===== config.mk =====
export PLATFORM = sky130hd
export DESIGN_NAME = seq_bit_serializer
export DESIGN_NICKNAME = d
export VERILOG_FILES = /design/src/rtl/seq_bit_serializer.sv
export SDC_FILE = /design/constraint.sdc
export NUM_CORES = 1
export LEC_CHECK = 0
export ABC_AREA = 1
export BUFFER_PORTS_ARGS = -buffer_cell sky130_fd_sc_hd__buf_2
export CORE_ASPECT_RATIO = 1.25
export CORE_MARGIN = 2
export CORE_UTILIZATION = 45
export DETAILED_ROUTE_END_ITERATION = 6
export MAX_ROUTING_LAYER = met4
export PLACE_DENSITY = 0.67
export RECOVER_POWER = 50
export SLEW_MARGIN = 10
export SYNTH_ARGS = -nofsm -noshare
export SYNTH_HDL_FRONTEND = slang
export SYNTH_SLANG_ARGS = --single-unit

===== constraint.sdc =====
create_clock -name clk -period 2.37 [get_ports clk]
set_input_delay 0.3555 -clock clk [delete_from_list [all_inputs] [get_ports clk]]
set_output_delay 0.3555 -clock clk [all_outputs]
set_load 0.05 [all_outputs]

===== src/rtl/seq_bit_serializer.sv =====
// Parallel-to-serial feeder for the sequence detector. Words arrive on a
// valid/ready handshake and leave MSB first on out_bit, one bit per clock.
// A one-word holding buffer lets the next word follow the current one
// without a gap in out_valid.
module seq_bit_serializer #(
  parameter int WIDTH = 16,
  parameter int CNT_W = 5
) (
  input  logic             clk,
  input  logic             reset,
  input  logic [WIDTH-1:0] in_word,
  input  logic             in_valid,
  output logic             in_ready,
  output logic             out_bit,
  output logic             out_valid,
  input  logic             out_stall,
  output logic             word_done,
  output logic             busy
);

  typedef enum logic {
    IDLE  = 1'b0,
    SHIFT = 1'b1
  } state_t;

  state_t           state;
  logic [WIDTH-1:0] shifter;
  logic [WIDTH-1:0] hold;
  logic             hold_full;
  logic [CNT_W-1:0] cnt;

  logic accept;
  logic consume;
  logic last;

  // Handshake and bit-consumption qualifiers derived from registered state
  always_comb begin
    in_ready = ~hold_full;
    busy     = (state == SHIFT) | hold_full;
    accept   = in_valid & ~hold_full;
    consume  = out_valid & ~out_stall;
    last     = consume & (cnt == CNT_W'(WIDTH - 1));
  end

  // Serializer FSM: shifter, holding buffer, bit counter and registered outputs
  always_ff @(posedge clk) begin
    if (reset) begin
      state     <= IDLE;
      out_bit   <= 1'b0;
      out_valid <= 1'b0;
      word_done <= 1'b0;
      hold_full <= 1'b0;
      cnt       <= '0;
    end else begin
      word_done <= last;
      case (state)
        IDLE: begin
          // Hold is always empty here, so an accepted word goes straight
          // into the shifter and its MSB appears on the next cycle.
          if (accept) begin
            shifter   <= in_word;
            out_bit   <= in_word[WIDTH-1];
            out_valid <= 1'b1;
            cnt       <= '0;
            state     <= SHIFT;
          end
        end
        SHIFT: begin
          if (last) begin
            cnt <= '0;
            if (hold_full) begin
              shifter   <= hold;
              out_bit   <= hold[WIDTH-1];
              hold_full <= 1'b0;
            end else if (accept) begin
              // Bypass: word arriving on the last-bit edge skips the hold.
              shifter <= in_word;
              out_bit <= in_word[WIDTH-1];
            end else begin
              out_bit   <= 1'b0;
              out_valid <= 1'b0;
              state     <= IDLE;
            end
          end else begin
            if (consume) begin
              shifter <= {shifter[WIDTH-2:0], 1'b0};
              out_bit <= shifter[WIDTH-2];
              cnt     <= cnt + 1'b1;
            end
            if (accept) begin
              hold      <= in_word;
              hold_full <= 1'b1;
            end
          end
        end
        default: begin
          state <= IDLE;
        end
      endcase
    end
  end

endmodule


==> impl_metrics.yaml, run 1 <==
place:
  dp_hpwl_um: 2870
  gp_congestion: 0.831
  portBuffers: 24
pwr:
  p_leak_uw: 0.00113
  ir_drop_mv: 0.369
  p_int_uw: 1100
  clkPwrFrac_pct: 28.6
  pwr-share-seq_pct: 56.7
  p_sw_share_pct: 27.0
  power.density_nw_per_um2: 641
  p_total_uw: 1510
  switchingPower_uw: 409
  pwr-share-comb_pct: 14.7
route:
  drt_iter0_markers: 93
  wl_per_cell_um: 12.0
  dr.pass1.iters: 4
  vias: 1596
  finalWirelength_um: 4100
  drc: 0
  via_per_inst: 4.65
  ant_nets: 0
synth:
  ys_seq_area_share_pct: 52.7
  ys_top_cells_by_count: "119 x nand2_1, 31 x edfxtp_1, 28 x inv_1"
  syn_area_um2: 2150
  avgSynthCellArea_um2: 8.45
  synth_area_leaders: "edfxtp_1 43%, nand2_1 21%, dfxtp_1 9.3%"
  async_flop_share_pct: 0
  ys_ff_latch: 41
  yosysWarnings: 0
  synth_cell_type_count: 24
  synth_edf_count: 31
  syn_nets: 275
  synthCells: 254
  synth_most_common_cell: "nand2_1"
  yosys_most_used_dff: "edfxtp_1"
  synth_area_leader_cell: "edfxtp_1"
  synth_top_area_share_pct: 43.4
cts:
  cts_made_buffers: 5
  post_cts_buffers: 0
  clkLatencyLatePin_ps: 290
  ctsResizeCount: 0
  root_buffer: "clkbuf_8"
  tritoncts: "built"
  postCtsHoldBufs: 0
  clk_pin_slew_ps: 80
  clock_sinks: 41
  htreeDepth: 2
  clockBufferDepth: 2
die:
  coreArea_um2: 4660
  die_y_um: 81.2
  initial_utilization_pct: 46.1
  rows: 28
  die-area_um2: 5340
  pin_count: 25
  fp.dieW_um: 65.8
setup_path:
  worstPathMaxFanout: 11
  worstPathArrival_ps: 1440
  critical_path_required_ps: 2010
  startpoint_type: "flip-flop"
  criticalPathCategory: "reg -> out"
  crit_path_end_kind: "output pin"
grt:
  grt_pass1_wl_um: 7140
  grt_max_degree: 18
  grt_overflow: 0
  grt_pass1_vias: 1627
  groute.usage.overall_pct: 18.2
  antenna_found_initial: 0
hold_path:
  hold_class: "in -> reg"
final_layout:
  multi_input_area_um2: 822
  drive_gt1_share_pct: 18.0
  final-seq-area_um2: 1130
  area_delta_synth_final_pct: 9.85
  fillers: 470
  num_antenna_cells: 0
  fin_util_pct: 50.6
  final_nets: 303
timing:
  relSlewSlack_pct: 38.8
  rsz0062_at_grt: "no"
  fin_skew_ps: 8.93
  setup_viol: 0
  tightest_slew_ps: 918
  fmax_mhz: 556
  slew_violations: 0
  period_share_pct: 76.0
  period_needed_ps: 1800
  fin_hold_ws_ps: 250
  fin_setup_tns_ps: 0
  hold_violations: 0
job:
  cap_violations: 0
status:
  status: "finished clean"
[metrics by stage]
step	instance area, um^2	cells	setup slack [ps]
5_1_grt	2360	343	461
3_3_place_gp	2310	335	743
3_5_place_dp	2310	335	677
4_1_cts	2390	343	583
6_report	2360	343	570
2_1_floorplan	2150	254	391
[per-layer routing]
layer,up-vias,share of wire (%),wire length [um],global-route usage (%)
li1,848,-,-,-
met4,0,1.3,55,6.46
met2,30,52,2150,31.5
met1,711,42,1730,20.5
met5,-,0,0,-
met3,7,4.1,168,4.02
[cell usage in the layout, fill, tap and decap left out]
cell      netlist  routed
nand2_2        17      17
clkinv_1        0       1
clkbuf_1        1      13
clkbuf_8        0       5
buf_4           1       3
nand3_2         2       1
or2_2           1       1
inv_1          28      29
buf_2           1      14
nor2_4          3       2
dfxtp_1        10      10
edfxtp_1       31      31
nand2_1       119     119
nand4_1         4       4
nand3_1         5       6
nand2_4         2       2
ha_1            1       1
nor3_2          0       1
nor2_2          1       1
a21oi_1         9       9
nor2_1          4       5
o21ai_0         4       4
nor2_8          2       2
inv_2           3       2
[state kept, by name (all words and copies together) (netlist names)]
signal and count:
out_valid 1, cnt 5, hold 16, word_done 1, shifter 15, state 1, hold_full 1, out_bit 1
[critical path, cell delays in order (launching register included)]
cell and delay, ps:
dfxtp_1 580, inv_1 180, nand2_1 130, buf_2 270
[final timing paths]
| path | startpoint | to | slack, ps | cells past startpoint |
|---|---|---|---|---|
| max | state | busy | 570 | 3 |
| min | in_word[2] | hold[2] | 250 | 1 |
| max reg2reg | state | shifter[6] | 650 | 2 |
| min reg2reg | cnt[0] | cnt[0] | 490 | 2 |
[power by group through the flow]
stage	clock [uW]	combinational [uW]	sequential, uW
3_3_place_gp	0	224	871
3_5_place_dp	0	228	871
5_1_grt	476	257	862
6_report	433	222	857
2_1_floorplan	0	167	874
4_1_cts	447	229	856
[final cells by class]
class | count | area share [%]
well taps | 60 | 3.18
flip-flops and latches | 41 | 48.0
repair buffers | 28 | 5.68
inverters | 31 | 4.93
clock buffers | 7 | 3.24
clock inverters | 1 | 0.159
multi-input cells | 175 | 34.9
[cell families after synthesis]
family / synth area share [%]
AND/OR/NAND/NOR: 35.0
flip-flops: 52.7
AO/OA/AOI/OAI: 3.03
buffers and inverters: 8.68
adder cells (fa/ha/maj): 0.583
Power figures use the tool's default switching activity.
==> run 2, diff against run 1 <==
--- a/config.mk
+++ b/config.mk
@@ -12,7 +12,6 @@
 export CORE_UTILIZATION = 45
 export DETAILED_ROUTE_END_ITERATION = 6
 export MAX_ROUTING_LAYER = met4
-export PLACE_DENSITY = 0.67
 export RECOVER_POWER = 50
 export SLEW_MARGIN = 10
 export SYNTH_ARGS = -nofsm -noshare
==> constraint.sdc (replaced) <==
create_clock -name clk -period 1.7 [get_ports clk]
set_input_delay 0.255 -clock clk [delete_from_list [all_inputs] [get_ports clk]]
set_output_delay 0.255 -clock clk [all_outputs]
set_load 0.05 [all_outputs]
==> run 2 against run 1 <==
  * Critical path depth is 1 higher
  * Sequential cell count stayed put
  * Clock skew is 2.8 ps higher
  * Final cell count is 2.0% higher
  * Sequential power is 39% higher
  * Clock power is 79% higher
  * Core utilization is 2.2 points higher
  * Non-clock buffer count is 7 higher
  * Die area stayed put
  * Critical endpoint is now hold[15]
  * Largest power group unchanged
  * Highest routed layer unchanged
==> impl_metrics.yaml, run 2 (synthesis gave the netlist of run 1 again) <==
cts:
  clock_sinks: 41
  tritoncts: "built"
  clockBufferDepth: 2
  cts_made_buffers: 5
  clkLatencyLatePin_ps: 300
  clk_pin_slew_ps: 80
  root_buffer: "clkbuf_8"
  postCtsHoldBufs: 0
  post_cts_buffers: 0
  htreeDepth: 2
  ctsResizeCount: 0
die:
  initial_utilization_pct: 46.1
  pin_count: 25
  fp.dieW_um: 65.8
  die_y_um: 81.2
  rows: 28
  die-area_um2: 5340
  coreArea_um2: 4660
setup_path:
  critical_path_required_ps: 1700
  crit_path_end_kind: "flip-flop"
  rr_worst_depth: 4
  startpoint_type: "flip-flop"
  worstPathMaxFanout: 10
  worstPathArrival_ps: 1610
  criticalPathCategory: "reg -> reg"
final_layout:
  reg.largest.list: "hold (16), shifter (15), cnt (5)"
  fin_util_pct: 52.8
  final_cell_mix: "119 x nand2_1, 31 x edfxtp_1, 29 x inv_1"
  regMostFlops: "hold"
  stdcell_count: 350
  stdcell_area_um2: 2460
  final_common_cell: "nand2_1"
  num_antenna_cells: 0
  area_delta_synth_final_pct: 14.6
  final_nets: 310
  drive_gt1_share_pct: 20.0
  largest_register_ffs: 16
grt:
  grt_max_degree: 16
  groute.usage.overall_pct: 18.6
  grt_pass1_wl_um: 7240
  antenna_found_initial: 0
  grt_pass1_vias: 1594
  grt_overflow: 0
pwr:
  ir_drop_mv: 0.599
  p_leak_uw: 0.00117
  p_total_uw: 2310
  power.density_nw_per_um2: 937
place:
  place_area_um2: 2350
  portBuffers: 24
  placed_cells: 338
  dp_hpwl_um: 3110
  gp_congestion: 0.808
timing:
  period_share_pct: 94.8
  period_needed_ps: 1610
  setup_viol: 0
  slew_violations: 0
  tightest_slew_ps: 595
  relSlewSlack_pct: 60.5
  fmax_mhz: 620
  fin_skew_ps: 11.7
  hold_violations: 0
hold_path:
  holdPathStages: 1
  hold_class: "in -> reg"
route:
  dr.pass1.iters: 4
  via_per_inst: 4.61
  wl_per_cell_um: 12.3
  ant_nets: 0
  vias: 1615
  drc: 0
  finalWirelength_um: 4300
  drt_iter0_markers: 74
job:
  cap_violations: 0
status:
  status: "finished clean"
run 2: changes by cell type in the layout (fill, tap and decap cells not counted), sizes merged:
cell / before / now
clkbuf: 18 / 24
bufinv: 0 / 1
run 2: per-stage QoR:
stage	setup TNS (ps)	setup slack, ps	hold WS, ps
6_report	0	87.9	145
5_1_grt	-2.15	-2.15	136
4_1_cts	0	80.8	139
3_5_place_dp	0	94.9	449
3_3_place_gp	0	112	448
2_1_floorplan	0	11.8	354
run 2: per-layer routing:
| metal | GRT usage [%] | share of wire (%) |
|---|---|---|
| met5 | - | 0 |
| met3 | 4.43 | 2.8 |
| met4 | 5.63 | 0.95 |
| met2 | 31.7 | 52 |
| met1 | 21.5 | 44 |
run 2: worst paths after layout:
path	from	to	slack [ps]
worst max register to register	state	hold[15]	90
worst min register to register	cnt[0]	cnt[0]	490
worst min-delay path	in_word[2]	hold[2]	150
worst max-delay path	state	hold[15]	90
run 2: power breakdown:
| group | internal [uW] | total (uW) | switching, uW |
|---|---|---|---|
| clock network | 436 | 777 | 341 |
| logic | 116 | 341 | 224 |
| registers | 1150 | 1190 | 36.2 |
| total | 1710 | 2310 | 601 |
run 2: layout make-up:
class | count | area (um^2)
Timing Repair Buffer | 35 | 186
Fill cell | 461 | 2200
Clock inverter | 2 | 35.0
Inverter | 31 | 116
Clock buffer | 6 | 72.6
Tap cell | 60 | 75.1
Multi-Input combinational cell | 175 | 843
Sequential cell | 41 | 1130
run 2: critical path: stages, from the launching register on:
cell	delay, ps
dfxtp_1	340
clkbuf_1	410
nand2_2	170
nor3_4	190
buf_4	210
==> run 3, diff against run 2 <==
--- a/config.mk
+++ b/config.mk
@@ -6,7 +6,7 @@
 export NUM_CORES = 1
 export LEC_CHECK = 0
 export ABC_AREA = 1
-export BUFFER_PORTS_ARGS = -buffer_cell sky130_fd_sc_hd__buf_2
+export BUFFER_PORTS_ARGS = -buffer_cell sky130_fd_sc_hd__clkbuf_2
 export CORE_ASPECT_RATIO = 1.25
 export CORE_MARGIN = 2
 export CORE_UTILIZATION = 45
==> run 3 against run 2 <==
  * Critical path depth up 3
  * Power down 7.1%
  * Sequential share of layout area up 1.2 points
  * Fmax up 1.4%
  * Design area down 2.6%
  * Sequential cell count unchanged
  * Worst setup slack better by 22 ps
  * Die area unchanged
  * Worst hold slack better by 7.7 ps
  * Final cell count down 1.1%
  * Routed wire length down 2.5%
  * Via count down 0.93%
  * Critical endpoint is now shifter[3]
==> impl_metrics.yaml, run 3 (synthesis gave the netlist of run 1 again) <==
grt:
  antenna_found_initial: 0
  grt_overflow: 0
  groute.usage.overall_pct: 17.6
  grt_max_degree: 16
  grt_pass1_vias: 1482
  grt_pass1_wl_um: 6840
setup_path:
  worstPathMaxFanout: 15
  startpoint_type: "flip-flop"
  r2r_end: "shifter[3]"
  criticalPathCategory: "reg -> reg"
  r2r_setup_slack_ps: 110
  critical_path_required_ps: 1750
  crit_path_end_kind: "flip-flop"
  worstPathArrival_ps: 1640
  rr_worst_depth: 7
  r2r_start: "cnt[0]"
place:
  dpl_worst_slack_ps: 89.9
  gp_congestion: 0.803
  dp_hpwl_um: 3010
  portBuffers: 24
cts:
  clock_sinks: 41
  post_cts_buffers: 0
  tritoncts: "built"
  root_buffer: "clkbuf_8"
  clockBufferDepth: 2
  ctsResizeCount: 0
  clk_pin_slew_ps: 90
  htreeDepth: 2
  cts_made_buffers: 5
  postCtsHoldBufs: 0
  clkLatencyLatePin_ps: 300
hold_path:
  hold_class: "in -> reg"
  min_to: "hold[2]"
  min_from: "in_word[2]"
  holdPathStages: 1
pwr:
  ir_drop_mv: 0.550
  p_leak_uw: 0.00113
  power.density_nw_per_um2: 894
die:
  coreArea_um2: 4660
  die-area_um2: 5340
  rows: 28
  die_y_um: 81.2
  initial_utilization_pct: 46.1
  pin_count: 25
  fp.dieW_um: 65.8
route:
  drc: 0
  dr.pass1.iters: 4
  via_per_inst: 4.62
  wl_per_cell_um: 12.1
  finalWirelength_um: 4200
  ant_nets: 0
  drt_iter0_markers: 70
  vias: 1600
final_layout:
  largest_register_ffs: 16
  area_delta_synth_final_pct: 11.7
  regMostFlops: "hold"
  final_cell_mix: "119 x nand2_1, 31 x edfxtp_1, 28 x inv_1"
  final_nets: 306
  final_common_cell: "nand2_1"
  reg.largest.list: "hold (16), shifter (15), cnt (5)"
  drive_gt1_share_pct: 18.9
  num_antenna_cells: 0
timing:
  setup_ws_ps: 110
  tightest_slew_ps: 590
  period_share_pct: 93.5
  slew_violations: 0
  fmax_mhz: 629
  period_needed_ps: 1590
  relSlewSlack_pct: 60.8
  fin_setup_tns_ps: 0
  hold_violations: 0
  rsz0062_at_grt: "no"
  setup_viol: 0
  fin_skew_ps: 13.6
job:
  cap_violations: 0
status:
  status: "finished clean"
run 3: per-stage QoR:
stage / std cells / utilization [%] / power [uW] / area, um^2 / hold WS (ps)
2_1_floorplan: 254 / - / 1460 / 2170 / 354
3_3_place_gp: 338 / 50.3 / 1550 / 2350 / 450
3_5_place_dp: 338 / 50.3 / 1550 / 2350 / 451
4_1_cts: 346 / 52.2 / 2180 / 2430 / 136
5_1_grt: 346 / 51.5 / 2260 / 2400 / 137
6_report: 346 / 51.5 / 2140 / 2400 / 153
run 3: routing by layer:
layer	part of all wire, %	global-route usage [%]	up-vias	wire length (um)
li1	-	-	852	-
met1	43	20.8	715	1800
met2	52	29.9	29	2170
met3	4.3	4.02	4	182
met5	0	-	-	0
met4	1.0	5.21	0	42
run 3: power by group:
group	switching, uW	total [uW]	internal (uW)
registers	35.2	1190	1150
logic	222	325	103
clock network	346	630	284
run 3: final cells by class:
class                   count  area (um^2)
repair buffers             31          144
well taps                  60         75.1
fillers                   462         2260
inverters                  31          116
flip-flops and latches     41         1130
clock buffers               5         68.8
clock inverters             3         17.5
multi-input cells         175          843
run 3: worst max-delay path, stage by stage (launching register included):
cell,delay [ps]
dfxtp_1,330
ha_2,200
nand3_2,100
nor2_4,60
nor2_4,400
nor2_8,120
nand2_1,80
nand2_1,60
run 3: worst max-delay path by stage:
stage           start    endpoint  slack [ps]
2_1_floorplan  cnt[0]     hold[0]          10
3_3_place_gp   cnt[0]  shifter[3]         130
3_5_place_dp   cnt[0]  shifter[3]          90
4_1_cts        cnt[0]  shifter[3]          90
5_1_grt        cnt[0]  shifter[5]           9
6_report       cnt[0]  shifter[3]         110
